### src/rtl/i2c_reg_target_pkg.sv
// Shared types and constants for the I2C register target: FSM state encoding,
// ACK/NACK bit levels and the R/W bit values of the address byte.
package i2c_pkg;

   typedef enum logic [3:0] {
      ST_IDLE      = 4'd0,
      ST_ADDR      = 4'd1,
      ST_ADDR_ACK  = 4'd2,
      ST_PTR       = 4'd3,
      ST_PTR_ACK   = 4'd4,
      ST_WDATA     = 4'd5,
      ST_WDATA_ACK = 4'd6,
      ST_RDATA     = 4'd7,
      ST_RDATA_ACK = 4'd8,
      ST_IGNORE    = 4'd9
   } i2c_tgt_state_e;

   localparam logic I2C_ACK      = 1'b0;
   localparam logic I2C_NACK     = 1'b1;
   localparam logic I2C_RW_WRITE = 1'b0;
   localparam logic I2C_RW_READ  = 1'b1;

   // Busy covers everything from our address match until the transaction ends.
   function automatic logic is_busy_state(input logic [3:0] s);
      return !((s == ST_IDLE) || (s == ST_ADDR) || (s == ST_IGNORE));
   endfunction

endpackage

### src/rtl/i2c_reg_target_if.sv
// Host register port of the I2C target: write strobe out, read address out,
// read data back in from the host register file.
interface i2c_reg_target_if #(
   parameter int unsigned REG_AW = 2
) ();
   // wr_valid is a one-cycle strobe with no back-pressure: wr_addr/wr_data are
   // valid only in that cycle. rd_data must reflect rd_addr combinationally.
   logic              wr_valid;
   logic [REG_AW-1:0] wr_addr;
   logic [7:0]        wr_data;
   logic [REG_AW-1:0] rd_addr;
   logic [7:0]        rd_data;

   modport master (output wr_valid, wr_addr, wr_data, rd_addr, input rd_data);
   modport slave  (input wr_valid, wr_addr, wr_data, rd_addr, output rd_data);
endinterface

### src/rtl/i2c_reg_target_sync.sv
// Bus front end: 2-flop synchronizers on SCL/SDA followed by one-flop edge
// detection producing SCL edges and START/STOP conditions.
module i2c_bus_sync (
   input  logic clk,
   input  logic rst_n,
   input  logic scl_in,
   input  logic sda_in,
   output logic scl_rise,
   output logic scl_fall,
   output logic start_det,
   output logic stop_det,
   output logic sda_s
);
   logic [1:0] scl_meta_q, sda_meta_q;
   logic       scl_p_q, sda_p_q;
   logic       scl_s;

   // Idle bus level is high, so everything resets to 1 to avoid false edges.
   always_ff @(posedge clk or negedge rst_n) begin
      if (!rst_n) begin
         scl_meta_q <= 2'b11;
         sda_meta_q <= 2'b11;
         scl_p_q    <= 1'b1;
         sda_p_q    <= 1'b1;
      end else begin
         scl_meta_q <= {scl_meta_q[0], scl_in};
         sda_meta_q <= {sda_meta_q[0], sda_in};
         scl_p_q    <= scl_meta_q[1];
         sda_p_q    <= sda_meta_q[1];
      end
   end

   assign scl_s     = scl_meta_q[1];
   assign sda_s     = sda_meta_q[1];
   assign scl_rise  = scl_s & ~scl_p_q;
   assign scl_fall  = ~scl_s & scl_p_q;
   assign start_det = scl_s & scl_p_q & sda_p_q & ~sda_s;
   assign stop_det  = scl_s & scl_p_q & ~sda_p_q & sda_s;
endmodule

### src/rtl/i2c_reg_target.sv
// I2C target bridging addr+W/ptr/data writes and addr+R streaming reads onto a
// small host register port; SDA is driven open-drain, SCL is never driven.
module i2c_reg_target
   import i2c_pkg::*;
#(
   parameter logic [6:0]  TARGET_ADDR = 7'h01,
   parameter int unsigned REG_AW      = 2
) (
   input  logic              clk,
   input  logic              rst_n,
   input  logic              scl_in,
   input  logic              sda_in,
   output logic              sda_oe,
   output logic              busy,
   output logic              ack_error,
   output logic [3:0]        dbg_state,
   i2c_reg_target_if.master  reg_if
);
   localparam logic [3:0] S_IDLE      = ST_IDLE;
   localparam logic [3:0] S_ADDR      = ST_ADDR;
   localparam logic [3:0] S_ADDR_ACK  = ST_ADDR_ACK;
   localparam logic [3:0] S_PTR       = ST_PTR;
   localparam logic [3:0] S_PTR_ACK   = ST_PTR_ACK;
   localparam logic [3:0] S_WDATA     = ST_WDATA;
   localparam logic [3:0] S_WDATA_ACK = ST_WDATA_ACK;
   localparam logic [3:0] S_RDATA     = ST_RDATA;
   localparam logic [3:0] S_RDATA_ACK = ST_RDATA_ACK;

   logic scl_rise, scl_fall, start_det, stop_det, sda_s;

   i2c_bus_sync u_sync (
      .clk       (clk),
      .rst_n     (rst_n),
      .scl_in    (scl_in),
      .sda_in    (sda_in),
      .scl_rise  (scl_rise),
      .scl_fall  (scl_fall),
      .start_det (start_det),
      .stop_det  (stop_det),
      .sda_s     (sda_s)
   );

   logic [3:0]        state_q, state_d;
   logic [2:0]        cnt_q, cnt_d;
   logic [7:0]        shift_q, shift_d;
   logic [REG_AW-1:0] ptr_q, ptr_d, wr_addr_q, wr_addr_d;
   logic [7:0]        wr_data_q, wr_data_d;
   logic              rw_q, rw_d, sda_oe_q, sda_oe_d, wr_valid_q, wr_valid_d;
   logic              ack_err_q, ack_err_d, ld_pend_q, ld_pend_d;
   logic [7:0]        rx_byte;

   assign rx_byte = {shift_q[6:0], sda_s};

   always_comb begin
      state_d    = state_q;
      cnt_d      = cnt_q;
      shift_d    = shift_q;
      ptr_d      = ptr_q;
      rw_d       = rw_q;
      sda_oe_d   = sda_oe_q;
      wr_valid_d = 1'b0;
      wr_addr_d  = wr_addr_q;
      wr_data_d  = wr_data_q;
      ack_err_d  = ack_err_q;
      ld_pend_d  = ld_pend_q;

      // Contention: we pull low but the bus still reads high at the sample point.
      if (scl_rise && sda_oe_q && sda_s) ack_err_d = 1'b1;

      case (state_q)
         S_ADDR: if (scl_rise) begin
            shift_d = rx_byte;
            if (cnt_q == 3'd0) begin
               if (rx_byte[7:1] == TARGET_ADDR) begin
                  rw_d    = rx_byte[0];
                  state_d = S_ADDR_ACK;
               end else begin
                  state_d = ST_IGNORE;
               end
            end else cnt_d = cnt_q - 3'd1;
         end
         S_PTR, S_WDATA: if (scl_rise) begin
            shift_d = rx_byte;
            if (cnt_q == 3'd0) begin
               if (state_q == S_PTR) begin
                  ptr_d   = rx_byte[REG_AW-1:0];
                  state_d = S_PTR_ACK;
               end else begin
                  wr_valid_d = 1'b1;
                  wr_addr_d  = ptr_q;
                  wr_data_d  = rx_byte;
                  ptr_d      = ptr_q + 1'b1;
                  state_d    = S_WDATA_ACK;
               end
            end else cnt_d = cnt_q - 3'd1;
         end
         // First scl_fall starts the ACK, second one (after one SCL high) ends it.
         S_ADDR_ACK, S_PTR_ACK, S_WDATA_ACK: if (scl_fall) begin
            if (!sda_oe_q) begin
               sda_oe_d = 1'b1;
            end else begin
               sda_oe_d = 1'b0;
               cnt_d    = 3'd7;
               if (state_q == S_ADDR_ACK && rw_q == I2C_RW_READ) begin
                  shift_d  = reg_if.rd_data;
                  sda_oe_d = ~reg_if.rd_data[7];
                  state_d  = S_RDATA;
               end else if (state_q == S_ADDR_ACK) begin
                  state_d = S_PTR;
               end else begin
                  state_d = S_WDATA;
               end
            end
         end
         S_RDATA: if (scl_fall) begin
            if (cnt_q == 3'd0) begin
               sda_oe_d  = 1'b0;
               ld_pend_d = 1'b0;
               state_d   = S_RDATA_ACK;
            end else begin
               cnt_d    = cnt_q - 3'd1;
               shift_d  = {shift_q[6:0], shift_q[7]};
               sda_oe_d = ~shift_q[6];
            end
         end
         S_RDATA_ACK: begin
            if (scl_rise) begin
               if (sda_s == I2C_ACK) begin
                  ptr_d     = ptr_q + 1'b1;
                  ld_pend_d = 1'b1;
               end else begin
                  state_d = S_IDLE;
               end
            end
            if (scl_fall && ld_pend_q) begin
               shift_d   = reg_if.rd_data;
               sda_oe_d  = ~reg_if.rd_data[7];
               cnt_d     = 3'd7;
               ld_pend_d = 1'b0;
               state_d   = S_RDATA;
            end
         end
         default: ;
      endcase

      if (start_det) begin
         state_d   = S_ADDR;
         cnt_d     = 3'd7;
         sda_oe_d  = 1'b0;
         ack_err_d = 1'b0;
         ld_pend_d = 1'b0;
      end else if (stop_det) begin
         state_d   = S_IDLE;
         sda_oe_d  = 1'b0;
         ld_pend_d = 1'b0;
      end
   end

   always_ff @(posedge clk or negedge rst_n) begin
      if (!rst_n) begin
         state_q    <= S_IDLE;
         cnt_q      <= 3'd7;
         shift_q    <= 8'h00;
         ptr_q      <= '0;
         rw_q       <= I2C_RW_WRITE;
         sda_oe_q   <= 1'b0;
         wr_valid_q <= 1'b0;
         wr_addr_q  <= '0;
         wr_data_q  <= 8'h00;
         ack_err_q  <= 1'b0;
         ld_pend_q  <= 1'b0;
      end else begin
         state_q    <= state_d;
         cnt_q      <= cnt_d;
         shift_q    <= shift_d;
         ptr_q      <= ptr_d;
         rw_q       <= rw_d;
         sda_oe_q   <= sda_oe_d;
         wr_valid_q <= wr_valid_d;
         wr_addr_q  <= wr_addr_d;
         wr_data_q  <= wr_data_d;
         ack_err_q  <= ack_err_d;
         ld_pend_q  <= ld_pend_d;
      end
   end

   assign sda_oe          = sda_oe_q;
   assign busy            = is_busy_state(state_q);
   assign ack_error       = ack_err_q;
   assign dbg_state       = state_q;
   assign reg_if.wr_valid = wr_valid_q;
   assign reg_if.wr_addr  = wr_addr_q;
   assign reg_if.wr_data  = wr_data_q;
   assign reg_if.rd_addr  = ptr_q;
endmodule

### src/flat_wrapper.sv
// flat-port wrapper written by rule: the top's interface ports become plain ports
module i2c_reg_target_flat import i2c_pkg::*;
#(
   parameter logic [6:0]  TARGET_ADDR = 7'h01,
   parameter int unsigned REG_AW      = 2
)
  (clk, rst_n, scl_in, sda_in, sda_oe, busy, ack_error, dbg_state, reg_if_wr_valid, reg_if_wr_addr, reg_if_wr_data, reg_if_rd_addr, reg_if_rd_data);
  i2c_reg_target_if #(.REG_AW(REG_AW)) reg_if_i ();
  input  logic clk;
  input  logic rst_n;
  input  logic scl_in;
  input  logic sda_in;
  output logic sda_oe;
  output logic busy;
  output logic ack_error;
  output logic [3:0] dbg_state;
  output wire logic [$bits(reg_if_i.wr_valid)-1:0] reg_if_wr_valid;
  output wire logic [$bits(reg_if_i.wr_addr)-1:0] reg_if_wr_addr;
  output wire logic [$bits(reg_if_i.wr_data)-1:0] reg_if_wr_data;
  output wire logic [$bits(reg_if_i.rd_addr)-1:0] reg_if_rd_addr;
  input wire logic [$bits(reg_if_i.rd_data)-1:0] reg_if_rd_data;
  assign reg_if_wr_valid = reg_if_i.wr_valid;
  assign reg_if_wr_addr = reg_if_i.wr_addr;
  assign reg_if_wr_data = reg_if_i.wr_data;
  assign reg_if_rd_addr = reg_if_i.rd_addr;
  assign reg_if_i.rd_data = reg_if_rd_data;
  i2c_reg_target #(.TARGET_ADDR(TARGET_ADDR), .REG_AW(REG_AW)) u_core (.clk(clk), .rst_n(rst_n), .scl_in(scl_in), .sda_in(sda_in), .sda_oe(sda_oe), .busy(busy), .ack_error(ack_error), .dbg_state(dbg_state), .reg_if(reg_if_i));
endmodule
### config.mk
export PLATFORM = sky130hd
export DESIGN_NAME = i2c_reg_target_flat
export DESIGN_NICKNAME = d
export VERILOG_FILES = /design/src/rtl/i2c_reg_target_pkg.sv /design/src/rtl/i2c_reg_target_if.sv /design/src/rtl/i2c_reg_target_sync.sv /design/src/rtl/i2c_reg_target.sv /design/src/flat_wrapper.sv
export SDC_FILE = /design/constraint.sdc
export NUM_CORES = 1
export LEC_CHECK = 0
export ABC_AREA = 1
export CORE_MARGIN = 4
export CORE_UTILIZATION = 58
export DETAILED_ROUTE_END_ITERATION = 8
export GPL_ROUTABILITY_DRIVEN = 1
export PLACE_DENSITY = 0.85
export SKIP_LAST_GASP = 1
export SLEW_MARGIN = 15
export SYNTH_ARGS = -nofsm -noshare
export SYNTH_HDL_FRONTEND = slang
export SYNTH_SLANG_ARGS = --single-unit
### constraint.sdc
create_clock -name clk -period 3.25 [get_ports clk]
set_input_delay 0.8125 -clock clk [delete_from_list [all_inputs] [get_ports clk]]
set_output_delay 0.8125 -clock clk [all_outputs]
set_load 0.01 [all_outputs]
* Word-level counts from Yosys, hierarchy flattened *
Cells that the tools add are included.

word-level totals
  input bits = 12
  output and inout port bits = 20
  flip-flop bits (word level) = 38
  logic and storage cells = 159

operators by class
  add/subtract/negate cells = 2
  muxes and demuxes = 63
  bitwise logic cells = 14
  reductions and logical operators = 27
  equal/unequal tests = 38

operators by type and width
  operator                                             count
  2-to-1 mux 4 bit                                     15
  2-to-1 mux 8 bit                                     7
  != test 4 x 1 -> 1 bit, second input constant        9
  one-hot mux 8 bit (4 select lines)                   1
  2-to-1 mux 3 bit                                     8
  2-to-1 mux 1 bit                                     21
  one-hot mux 4 bit (5 select lines)                   1
  != test 2 x 1 -> 1 bit, second input constant        9
  equality test 4 x 3 -> 1 bit, second input constant  4
  != test 3 x 1 -> 1 bit, second input constant        5
  2-to-1 mux 2 bit                                     6
  one-hot mux 3 bit (4 select lines)                   1
  AND reduction 4 bit                                  3
  AND reduction 11 bit                                 1
  != test 5 x 2 -> 1 bit, second input constant        2
  AND reduction 5 bit                                  2
  nonzero test 5 bit                                   2
  equality test 4 x 2 -> 1 bit, second input constant  2
  equality test 4 bit, second input constant           2
  AND reduction 8 bit                                  1
  nonzero test 4 bit                                   2
  bitwise AND 1 bit                                    7
  equality test 7 x 1 -> 1 bit, second input constant  1
  NOT 1 bit                                            7
  other kinds (18)                                     25

* Depth between registers and ports, before layout *
  depth in word-level cells = 8
  mapped depth = 13
  mapped depth without buffers = 12

* Modules after synthesis *
A second synthesis with hierarchy kept.

unflattened totals
  cells, all modules = 282
  area total of the unflattened synthesis = 2144.6 sq um

by module, submodules not included
  module          cells an instance  instances  area an instance (sq um)  seq. area each (sq um)
  i2c_reg_target  265                1          1945.6                    804.5
  i2c_bus_sync    17                 1          198.9                     157.7

* Least setup slack after synthesis *
Ideal clock, no wire load.

  kind = register -> output
  start = reg u_core.state_q[0], in the netlist u_core.dbg_state[0]
  end = out busy
  stages on the path, launching flop included = 3
  path buffers = 1
  arrival time = 828 ps
  data required time = 2438 ps
  setup slack = 1609 ps
  path through = dfrtp_1 buf_4 o211ai_1

on the way
  longest elaborated chain between the ends = 4
  elaborated cells between the ends (all ways) = 6
  those cells by class = eq/ne (2); reduce/logical (4)

RTL lines
  item                                                                    line                      RTL
  start, declared                                                         i2c_reg_target.sv:43      logic [3:0] state_q, state_d;
  start signal, assigned                                                  i2c_reg_target.sv:173     state_q <= state_d;
  equality test 4 x 1 -> 1 bit / zero test 4 bit (equally long branches)  i2c_reg_target_pkg.sv:25  return !((s == ST_IDLE) || (s == ST_ADDR) || (s == ST_IGNORE));
  logical OR 1 bit                                                        i2c_reg_target_pkg.sv:25
  logical OR 1 bit *                                                      i2c_reg_target_pkg.sv:25
  zero test 1 bit *                                                       i2c_reg_target_pkg.sv:25
  end, declared                                                           flat_wrapper.sv:14        output logic busy;

Mark *: on every way between the ends. The rest lies on a longest branch, timed or not.

* Worst setup path after layout *
  start = reg u_core.state_q[3], in the netlist u_core.dbg_state[3]
  end = out busy

The elaborated chain is that of the path after synthesis.

==> metrics <==
Chip Height=68.6 um; Site Rows=21; Die Area=0.00470 sq mm; Syn Nets=308; fill count=264; Root Buffer=clkbuf_8; hold buffers post-CTS=0; CTS Buffer Depth=2; Synth warnings=0; r2r worst-path depth=8; switching pwr=1.18 mW; class of the tightest hold or removal check=reg -> reg; postcts setup bufs=0; RePlAce Congestion=0.930; FF/Latch Area=962 sq um; WHS=0.357 ns; die width=68.6 um; Reg-to-Reg Start=u_core.dbg_state[0]; crit path capture=busy; Worst Skew=0.00692 ns; count of cell types in the netlist=30; synthesized cell area=0.00213 sq mm; r2r setup slk=1.35 ns; sequential share of power=0.304; clk_lat worst skew=0.28 ns; global-route usage over all layers=0.229; Via-to-Cell Ratio=5.29; setup violation total in the final timing report=0; drt pass-1 iters=4; RSZ-0062 raised after global routing=false; period utilization=0.739; register area share after synthesis=0.452; CORE AREA=0.00344 sq mm; final instance area=0.00257 sq mm; post_cts resized=0; PortBufs=31; max_cap viols=0; Area growth, synth to finish=20.6%; total power draw=2.51 mW; kind of critical path=reg -> out; clk slew on worst S/H paths=0.08 ns; vias in the first global route=1830; status=completed; Max-slew headroom=0.457; crit path max fanout=7; r2r endpoint=u_core.cnt_q[2]; post-route setup TNS=0 ns; largest net degree at the start of global routing=39; Pwr per Cell Area=977 mW/mm^2; post-route ant nets=0; H-tree levels=2; total CTS buffers=5; DR iter-0 viols=149; initial antenna violation count=0; fraction of layout cells with a size suffix above 1=0.119; commonest cells after routing, fill and taps aside=nand2_1, inv_1, clkdlybuf4s50_1; Mean Syn Cell Area=7.24 sq um; combinational power share=0.562; HPWL reported at the end of detailed placement=3.42 mm; fin nets=342; Clk pwr share=0.134; Sw Share=0.472; global-route wire length before repair=8.04 mm; Ports=32; total grt overflow=0; Initial Util=0.618; Placed Area=0.00247 sq mm; Pint=1.33 mW; Worst Path Arrival=1.59 ns; diodes inserted=0; CP required=2.44 ns; WL final=4.80 mm; Hold Fails Final Rpt=0; multi-input logic area=0.00101 sq mm; critical path endpoint category=output port; final slew viol count=0; Leak Pwr=1.30 nW; DR vias=1985; Yosys reg bits=38; launch point of the worst path=u_core.dbg_state[3]; actual slew at the worst max-slew pin=0.815 ns; CTS tree=done; critical path launch point type=flip-flop; clock sinks=38; fin crit period=2.40 ns; synthesized netlist cell count=294; DRC viols=0; FMAX=417 MHz; Wirelength per Cell=12.8 um; most common cell after layout, fill and taps aside=nand2_1; maximum VDD drop=0.000669 V
synthesized netlist by cell type:
cell | number | area share
o21ai_1 | 10 | 0.024
o22ai_1 | 1 | 0.0029
nand3b_1 | 1 | 0.0035
nor2_1 | 26 | 0.046
o31ai_1 | 1 | 0.0035
nand2_1 | 104 | 0.18
nand3_1 | 21 | 0.049
a211oi_1 | 1 | 0.0035
dfstp_2 | 9 | 0.11
ha_1 | 2 | 0.012
clkinv_2 | 1 | 0.0023
inv_1 | 31 | 0.055
nor3_1 | 2 | 0.0047
buf_2 | 1 | 0.0023
a41oi_1 | 1 | 0.0041
a21oi_1 | 6 | 0.014
nand2_4 | 1 | 0.0053
dfrtp_1 | 29 | 0.34
nor2_8 | 1 | 0.0094
clkbuf_1 | 2 | 0.0035
nor2_2 | 5 | 0.015
nor2_4 | 1 | 0.0053
xnor2_1 | 1 | 0.0041
nand4_1 | 1 | 0.0029
nand3_2 | 2 | 0.0094
o211ai_1 | 3 | 0.011
o21ai_0 | 19 | 0.045
buf_4 | 1 | 0.0035
nand2_2 | 6 | 0.018
inv_2 | 4 | 0.0071
critical path, stage by stage, from the launching register on:
cell             delay (ns)
dfrtp_1                0.49
inv_2                  0.10
o211ai_1               0.16
clkdlybuf4s50_1        0.56
state kept, by name, summed over array words and instances, names as in the netlist:
name and flops:
u_core.reg_if.wr_data 8, u_core.reg_if.rd_addr 2, u_core.u_sync.scl_meta_q 2, u_core.ld_pend_q 1, u_core.u_sync.scl_p_q 1, u_core.u_sync.sda_p_q 1
u_core.ack_error 1, u_core.u_sync.sda_meta_q 2, u_core.cnt_q 3, u_core.sda_oe 1, u_core.reg_if.wr_valid 1, u_core.reg_if.wr_addr 2
u_core.dbg_state 4, u_core.shift_q 8, u_core.rw_q 1
metal layers:
metal,vias to the layer above,share of wire,GRT usage
met5,-,0,0
met1,930,0.44,0.298
li1,994,-,-
met2,55,0.50,0.379
met3,6,0.046,0.0438
met4,0,0.014,0.0794
area by class of cell:
class                   instances  share of cell area
clock buffers                   6              0.0322
clock inverters                 2             0.00488
inverters                      36              0.0531
multi-input cells             216               0.393
flip-flops and latches         38               0.375
well taps                      46              0.0224
repair buffers                 31               0.119
through the flow:
step                instances  worst slack (ns)   util
finish                    375             0.849  0.746
global route              375             0.765  0.746
CTS                       375             0.848  0.746
detailed placement        367              1.16  0.718
global placement          367              1.20  0.718
floorplan                 294              1.61      -
kinds of logic after synthesis:
| group | synth area share |
|---|---|
| AOI/OAI and AO/OA | 0.107 |
| xor gates and xnor gates | 0.00412 |
| adders and majority gates | 0.0118 |
| buffers and inverters | 0.0735 |
| DFF | 0.452 |
| and+or+nand+nor | 0.352 |
power groups by stage:
stage                     Sequential, mW  Clock [mW]  Combinational (mW)
after CTS                          0.761       0.342                1.41
after global placement             0.760           0                1.36
after floorplan                    0.757           0                1.02
after global routing               0.784       0.362                1.58
after detailed placement           0.769           0                1.38
final                              0.763       0.337                1.41
how the worst min path moves through the flow:
| stage | startpoint | slack, ns | cells past startpoint | to |
|---|---|---|---|---|
| 3_3_place_gp | u_core.u_sync.scl_meta_q[0] | 0.35 | 0 | u_core.u_sync.scl_meta_q[1] |
| 5_1_grt | u_core.u_sync.sda_meta_q[0] | 0.37 | 0 | u_core.u_sync.sda_meta_q[1] |
| 3_5_place_dp | u_core.u_sync.scl_meta_q[0] | 0.35 | 0 | u_core.u_sync.scl_meta_q[1] |
| 2_1_floorplan | u_core.u_sync.scl_meta_q[0] | 0.35 | 0 | u_core.u_sync.scl_meta_q[1] |
| 4_1_cts | u_core.u_sync.scl_meta_q[0] | 0.36 | 0 | u_core.u_sync.scl_meta_q[1] |
| 6_report | u_core.u_sync.scl_meta_q[0] | 0.36 | 0 | u_core.u_sync.scl_meta_q[1] |
Power figures use the tool's default switching activity.
